[src/rtl/nim_move_sequencer.sv]
// nim_move_sequencer
// Shares the single Nim step motor between two players. A granted player's move
// releases the motor stop line, counts step pulses down to zero, dwells with the
// motor held, and then pulses done back to that player. A step-pulse watchdog
// raises a sticky fault if the motor stops advancing.
module nim_move_sequencer #(
    parameter int CNT_W   = 8,
    parameter int DWELL   = 10000,
    parameter int TIMEOUT = 2**20
) (
    input  logic             clk,
    input  logic             reset,
    input  logic [1:0]       req,
    input  logic [CNT_W-1:0] steps_p0,
    input  logic [CNT_W-1:0] steps_p1,
    input  logic [1:0]       speed_sel,
    input  logic             step_pulse,
    input  logic             clear_fault,
    output logic             motor_stop,
    output logic             motor_dir,
    output logic [1:0]       motor_speed,
    output logic [1:0]       grant,
    output logic [1:0]       done,
    output logic             busy,
    output logic             fault
);

    // Watchdog: wd_reg + 1 is the number of consecutive pulse-less RUN cycles
    // including the current one, so the fault fires on the edge that closes the
    // (TIMEOUT-1)th such cycle and is visible TIMEOUT cycles after the last pulse.
    localparam int WD_W = $clog2(TIMEOUT);
    localparam logic [WD_W-1:0] WD_LAST = WD_W'(TIMEOUT - 2);

    // The DONE cycle is itself a stopped cycle, so SETTLE lasts DWELL-1 cycles and
    // the motor is held for exactly DWELL cycles before the done pulse appears.
    localparam int DW_W = (DWELL > 2) ? $clog2(DWELL) : 1;
    localparam logic [DW_W-1:0] DW_LAST = DW_W'((DWELL > 1) ? DWELL - 2 : 0);
    localparam bit SKIP_SETTLE = (DWELL == 1);

    typedef enum logic [1:0] {
        ST_IDLE,
        ST_RUN,
        ST_SETTLE,
        ST_DONE
    } state_t;

    state_t           state_reg;
    logic [CNT_W-1:0] remaining_reg;
    logic [WD_W-1:0]  wd_reg;
    logic [DW_W-1:0]  dwell_reg;
    logic             owner_reg;        // 0 = player 0, 1 = player 1
    logic             last_served_reg;  // player that completed the previous move
    logic             motor_stop_reg;
    logic             motor_dir_reg;
    logic [1:0]       motor_speed_reg;
    logic [1:0]       grant_reg;
    logic [1:0]       done_reg;
    logic             busy_reg;
    logic             fault_reg;

    logic             win_p1_next;
    logic [CNT_W-1:0] win_steps_next;

    // Round-robin pick: a lone requester wins, a tie goes to the player not served last.
    always_comb begin
        win_p1_next = 1'b0;
        if (req == 2'b10) begin
            win_p1_next = 1'b1;
        end else if (req == 2'b11) begin
            win_p1_next = ~last_served_reg;
        end
        win_steps_next = win_p1_next ? steps_p1 : steps_p0;
    end

    // Move sequencer: grant, step counting with watchdog, settle dwell, done pulse.
    always_ff @(posedge clk or negedge reset) begin
        if (!reset) begin
            state_reg       <= ST_IDLE;
            remaining_reg   <= '0;
            wd_reg          <= '0;
            dwell_reg       <= '0;
            owner_reg       <= 1'b0;
            last_served_reg <= 1'b1;
            motor_stop_reg  <= 1'b1;
            motor_dir_reg   <= 1'b1;
            motor_speed_reg <= 2'b00;
            grant_reg       <= 2'b00;
            done_reg        <= 2'b00;
            busy_reg        <= 1'b0;
            fault_reg       <= 1'b0;
        end else begin
            done_reg <= 2'b00;
            // A timeout later in this block overrides the clear on the same edge.
            if (clear_fault) begin
                fault_reg <= 1'b0;
            end

            case (state_reg)
                ST_IDLE: begin
                    if (!fault_reg && (req != 2'b00)) begin
                        owner_reg       <= win_p1_next;
                        grant_reg       <= win_p1_next ? 2'b10 : 2'b01;
                        motor_dir_reg   <= ~win_p1_next;
                        motor_speed_reg <= speed_sel;
                        remaining_reg   <= win_steps_next;
                        wd_reg          <= '0;
                        busy_reg        <= 1'b1;
                        if (win_steps_next != '0) begin
                            motor_stop_reg <= 1'b0;
                            state_reg      <= ST_RUN;
                        end else begin
                            state_reg      <= ST_DONE;
                        end
                    end
                end

                ST_RUN: begin
                    if (step_pulse) begin
                        wd_reg <= '0;
                        if (remaining_reg == CNT_W'(1)) begin
                            motor_stop_reg <= 1'b1;
                            dwell_reg      <= '0;
                            state_reg      <= SKIP_SETTLE ? ST_DONE : ST_SETTLE;
                        end else begin
                            remaining_reg  <= remaining_reg - CNT_W'(1);
                        end
                    end else if (wd_reg == WD_LAST) begin
                        fault_reg      <= 1'b1;
                        motor_stop_reg <= 1'b1;
                        dwell_reg      <= '0;
                        state_reg      <= SKIP_SETTLE ? ST_DONE : ST_SETTLE;
                    end else begin
                        wd_reg <= wd_reg + WD_W'(1);
                    end
                end

                ST_SETTLE: begin
                    if (dwell_reg == DW_LAST) begin
                        state_reg <= ST_DONE;
                    end else begin
                        dwell_reg <= dwell_reg + DW_W'(1);
                    end
                end

                ST_DONE: begin
                    done_reg        <= owner_reg ? 2'b10 : 2'b01;
                    grant_reg       <= 2'b00;
                    busy_reg        <= 1'b0;
                    last_served_reg <= owner_reg;
                    state_reg       <= ST_IDLE;
                end

                default: begin
                    state_reg <= ST_IDLE;
                end
            endcase
        end
    end

    assign motor_stop  = motor_stop_reg;
    assign motor_dir   = motor_dir_reg;
    assign motor_speed = motor_speed_reg;
    assign grant       = grant_reg;
    assign done        = done_reg;
    assign busy        = busy_reg;
    assign fault       = fault_reg;

endmodule

[config.mk]
export PLATFORM = sky130hd
export DESIGN_NAME = nim_move_sequencer
export DESIGN_NICKNAME = d
export VERILOG_FILES = /design/src/rtl/nim_move_sequencer.sv
export SDC_FILE = /design/constraint.sdc
export NUM_CORES = 1
export LEC_CHECK = 0
export ABC_CLOCK_PERIOD_IN_PS = 6100
export CAP_MARGIN = 10
export CORE_AREA = 8 8 89 91
export CTS_BUF_LIST = sky130_fd_sc_hd__clkbuf_4 sky130_fd_sc_hd__clkbuf_8 sky130_fd_sc_hd__clkbuf_16
export DETAILED_ROUTE_END_ITERATION = 8
export DIE_AREA = 0 0 97 99
export DONT_BUFFER_PORTS = 1
export GPL_ROUTABILITY_DRIVEN = 0
export PLACE_DENSITY_LB_ADDON = 0.1
export SLEW_MARGIN = 10
export SYNTH_ARGS = -nofsm -noshare
export SYNTH_HDL_FRONTEND = slang
export SYNTH_SLANG_ARGS = --single-unit
[constraint.sdc]
create_clock -name clk -period 6.1 [get_ports clk]
set_input_delay 0.61 -clock clk [delete_from_list [all_inputs] [get_ports clk]]
set_output_delay 0.61 -clock clk [all_outputs]
set_load 0.005 [all_outputs]
* After elaboration in Yosys (flattened, before gate mapping)
Index checks and enable logic that the tools add are counted.
** Word-level totals
- Register bits :: 56
- Latch bits :: 0
- RAM bits :: 0
- Memory bits (read-only) :: 0
- Logic and storage cells :: 90
- Memories :: 0
** Operators by class
- Add/subtract/negate cells :: 3
- Multipliers :: 0
- Div/mod/pow operators :: 0
- Magnitude comparators :: 0
- Equality and inequality tests :: 17
- Shift operators :: 0
- Muxes and demuxes :: 40
- Bitwise logic cells :: 2
- Reductions and logical operators :: 15
** Operators with widths (number)
- $mux 20 :: 3
- $mux 14 :: 4
- $pmux 20 s2 :: 1
- $mux 8 :: 4
- $pmux 14 s2 :: 1
- $add 20x1->20 const B :: 1
- $eq 20x20->1 const B :: 1
- $mux 2 :: 10
- $pmux 8 s2 :: 1
- $add 14x1->14 const B :: 1
- $eq 14x14->1 const B :: 1
- $mux 1 :: 12
- $ne 2x2->1 const B :: 6
- $reduce_and 4->1 :: 3
- $ne 3x3->1 const B :: 3
- $eq 2x2->1 const B :: 4
- $eq 8x1->1 const B :: 1
- $pmux 2 s4 :: 1
- $reduce_bool 2->1 :: 4
- $reduce_bool 8->1 :: 1
- $sub 8x1->8 const B :: 1
- $reduce_and 5->1 :: 1
- $pmux 1 s2 :: 2
- $pmux 2 s2 :: 1
- 7 further kinds :: 9

* Depth between registers and ports, before layout
- Depth after elaboration :: 8
- Depth in mapped cells :: 9
- Mapped depth without buffers :: 7

* Worst setup path after synthesis
Ideal clock, no wire load.
- Path kind :: register -> register
- Start :: reg remaining_reg[1]
- End :: reg state_reg[1]
- Library setup time :: 125 ps
- Arrival time :: 2038 ps
- Data required time :: 5975 ps
- Slack :: 3938 ps
- Cell stages (with the launch flop) :: 8
- Path buffers :: 0
- Clock period less this slack :: 2162 ps
- Cell sequence :: dfrtp_1 > inv_1 > ha_1 > or4bb_1 > nor2_1 > a211oi_1 > a221oi_1 > mux2_2
** On the way
- Longest elaborated chain between the ends :: 3
** Ends and longest elaborated chain
- start: declaration :: line 48 : logic [CNT_W-1:0] remaining_reg;
- start signal: assignment :: line 105 : remaining_reg <= win_steps_next;
- start signal: assignment :: line 125 : remaining_reg <= remaining_reg - CNT_W'(1);
- $eq 8x1->1 :: line 120 : if (remaining_reg == CNT_W'(1)) begin
- $ne 3x3->1 (no source line)
- $reduce_and 4->1 (no source line)
- end signal: assignment :: line 123 : state_reg <= SKIP_SETTLE ? ST_DONE : ST_SETTLE;
- end signal: assignment :: line 131 : state_reg <= SKIP_SETTLE ? ST_DONE : ST_SETTLE;
- end: declaration :: line 47 : state_t state_reg;
No other way between the ends.
A chain may end at the register's enable or synchronous reset.

* Worst setup path in the final report
- Start :: reg state_reg[1]
- End :: reg wd_reg[16]
** On the way
- Longest elaborated chain between the ends :: 3
- Elaborated cells on any way between the ends :: 7
- Classes of those cells :: 3 x eq/ne; 1 x mux; 3 x reduce/logical
** Ends and longest elaborated chain
- $eq 2x1->1 / $logic_not 2->1 (equally long branches) :: line 98 : case (state_reg)
- $ne 3x3->1 (no source line) (tied with other cells)
- $reduce_and 3->1 (no source line)
- end signal: assignment :: line 133 : wd_reg <= wd_reg + WD_W'(1);
- end: declaration :: line 49 : logic [WD_W-1:0] wd_reg;
Parallel ways exist; a longest one is shown, timed or not.

==> impl_metrics.tcl <==
set metrics [dict create \
    drive_above_1_share 0.06933 \
    synth_edf_count 0 \
    synth_top_family_by_area "simple AND/OR/NAND/NOR gates" \
    initial_core_util 0.5101 \
    antenna_found_initial 0 \
    worstMarginPinSlew_ns 1.075 \
    synth_compound_area_frac 0.2091 \
    cap_violations 0 \
    clk_latency_ns 0.32 \
    syn-num-nets 416 \
    clock_path_buffers 2 \
    fin_area_sq_um 3511 \
    clock_sinks 56 \
    synth_flop_cell "dfrtp_1" \
    p_total_uw 1396 \
    drt_pass1_iterations 5 \
    fin_util 0.5345 \
    synth_xor_area_frac 0.002614 \
    multiInputGateArea_sq_um 1810 \
    grt_pass1_wl_um 12870 \
    cts_tree "yes" \
    required_ns 6.34 \
    portBuffers 0 \
    timing.fmax_mhz 311.5 \
    area_growth_pct 4.780 \
    die_area_sq_um 9603 \
    place_area_sq_um 3387 \
    drt-total-wl_um 7524 \
    synth_cells 382 \
    relSlewSlack 0.2805 \
    ant_nets 0 \
    synth_cell_types 52 \
    vias 2817 \
    rsz0062_at_grt "no" \
    vdd_ir_drop_max_v 0.0002339 \
    synth_warnings 0 \
    cp_common_cell "inv_1" \
    routed_via_density 6.191 \
    drc 0 \
    synthAdderAreaFrac 0.03734 \
    status "completed" \
    synthesis.area_sq_um 3351 \
    drv_slew 0 \
    drtIter0Drc 139 \
    cp_max_fo 22 \
    finalCritPeriodShare 0.5263 \
    n_antenna_cell 0 \
    nNetsFinal 408 \
    synth-seq-cells 56 \
    worst_path_largest_cell_delay_ns 0.59 \
    crit_path_end_kind "register" \
    slowest_stage "ha_1" \
    powerDensity_nw_per_um2 397.6 \
    critPathKind "register to register" \
    synthMuxAreaShare 0.02577 \
    grt_usage 0.1586 \
    die_height_um 99 \
    crit_path_cell_trace "inv_1 > ha_1 > inv_1 > mux2i_1 > o211ai_2 > or4_1 > a21oi_1" \
    largest_reg_flops 20 \
    grt_max_degree 54 \
    post_synth.cell_area_avg_sq_um 8.772 \
    finalSetupTns_ns 0 \
    clkTransAtPathRegs_ns 0.11 \
    nFillCells 576 \
    seq_area_frac_synth 0.4193 \
    synth_area_leaders "dfrtp_1, a21oi_1, nand2_1" \
    final-seq-area_sq_um 1405 \
    rows 30 \
    synth_simple_gate_area_share 0.2655 \
    post_cts_buffers 0 \
    h-tree-depth 2 \
    hpwl_um 5332 \
    die_w_um 97 \
    synth_top_area_frac 0.3958 \
    setup_viol 0 \
    cp.arrival_ns 3.45 \
    grt_pass1_vias 2595 \
    wire_per_inst_um 16.54 \
    yosysTopAreaCell "dfrtp_1" \
    cts_made_buffers 5 \
    root_buffer "clkbuf_8" \
    io_pins 34 \
    start_kind "register" \
    synthArstFlopShare 1.000 \
    core_sq_um 6569 \
    grt-ovfl-total 0 \
    fin_skew_ns 0.005951 \
    hold_viol 0 \
    hold_path.class "input pin to async pin" \
    p_leak_uw 0.001375 \
    fin_crit_ns 3.211 \
]
## report_power, final
| part | switching, uW | leakage [uW] | internal (uW) |
|---|---|---|---|
| clock network | 137 | 0.0000463 | 84.8 |
| registers | 121 | 0.000688 | 487 |
| logic | 348 | 0.000641 | 218 |
| total | 606 | 0.00137 | 790 |
## cell families (layout without fill, tap and decap cells)
group,Yosys count,in the layout
flip-flops,56,56
AND/OR/NAND/NOR,167,167
multiplexers,8,8
XOR/XNOR,1,1
AO/OA/AOI/OAI,107,107
adder cells (fa/ha/maj),10,10
buffers and inverters,33,26
## critical path: cells and delay by family (launching register included)
kind / cells / cell delay, ns
DFF: 1 / 0.43
muxes: 1 / 0.52
buffers and inverters: 2 / 0.48
AOI/OAI and AO/OA: 2 / 0.56
adders and majority gates: 1 / 0.59
and+or+nand+nor: 1 / 0.55
## cell usage after synthesis, types with 7 or more instances
cell type and instances:
nand4_1 11, o211ai_1 7, nor3_1 7, or3_1 16, and3_1 8, o31ai_1 12, nor2_1 31, o21ai_0 26
nand2_1 36, a21oi_1 32, inv_1 15, nor4_1 9, dfrtp_1 53, ha_1 10, nand3_1 20, or4_1 14
clkbuf_1 14
## worst paths after layout
check / endpoint / slack [ns] / startpoint / depth (start not counted)
min in group clk: fault$_DFF_PN0_ / 0.38 / clear_fault / 1
worst min-delay path: last_served_reg$_DFFE_PN1P_ / 0.12 / reset / 0
worst max-delay path: wd_reg[16]$_DFFE_PN0P_ / 2.89 / state_reg[1]$_DFFE_PN0P_ / 7
worst max register to register: wd_reg[16]$_DFFE_PN0P_ / 2.89 / state_reg[1]$_DFFE_PN0P_ / 7
max in group asynchronous: wd_reg[15]$_DFFE_PN0P_ / 5.74 / reset / 1
worst min register to register: done[0]$_DFF_PN0_ / 0.49 / owner_reg$_DFFE_PN0P_ / 1
## final cells by class
type	count	share of cell area
flip-flops and latches	56	0.4002
clock buffers	5	0.01960
clock inverters	3	0.007840
repair buffers	3	0.01212
inverters	15	0.01604
multi-input cells	293	0.5157
well taps	80	0.02851
## through the flow
step / hold slack, ns / worst slack [ns] / cells
6_report: 0.1178 / 2.889 / 455
5_1_grt: 0.08916 / 2.523 / 455
4_1_cts: 0.1018 / 2.889 / 455
3_5_place_dp: 0.3162 / 2.923 / 446
3_3_place_gp: 0.3166 / 3.040 / 446
2_1_floorplan: 0.3144 / 3.938 / 382
## cells in the final DEF (no fill, tap or decap), types with 2 or more instances in the layout
master,n
nor3_1,7
a22o_1,5
o21ai_0,26
inv_1,15
nand2b_1,5
nor4_1,9
mux2_2,5
o211ai_1,7
mux2i_1,3
or4_1,14
o32ai_1,2
or3_1,16
nor2b_1,2
nand4_1,11
dfstp_2,3
a21oi_1,32
a32o_1,2
a221oi_1,2
o22ai_1,2
dfrtp_1,53
nand3_1,20
nor2_1,31
and3_1,8
clkbuf_8,5
ha_1,10
nand2_1,36
and4_1,3
o21ai_1,2
o31ai_1,12
buf_4,2
## routing by layer
layer  wire (um)  track usage  vias up
li1            -            -     1422
met1        3561       0.2072     1345
met2        3663       0.2635       45
met3         226      0.02799        5
met4          72      0.03905        0
met5           0            0        -
## repair_timing
item	4_1_cts	5_1_grt
gates resized for setup	0	0
hold buffers	1	0
endpoints found under the hold margin	53	0
Note: power is estimated with default switching activity, not from simulation.
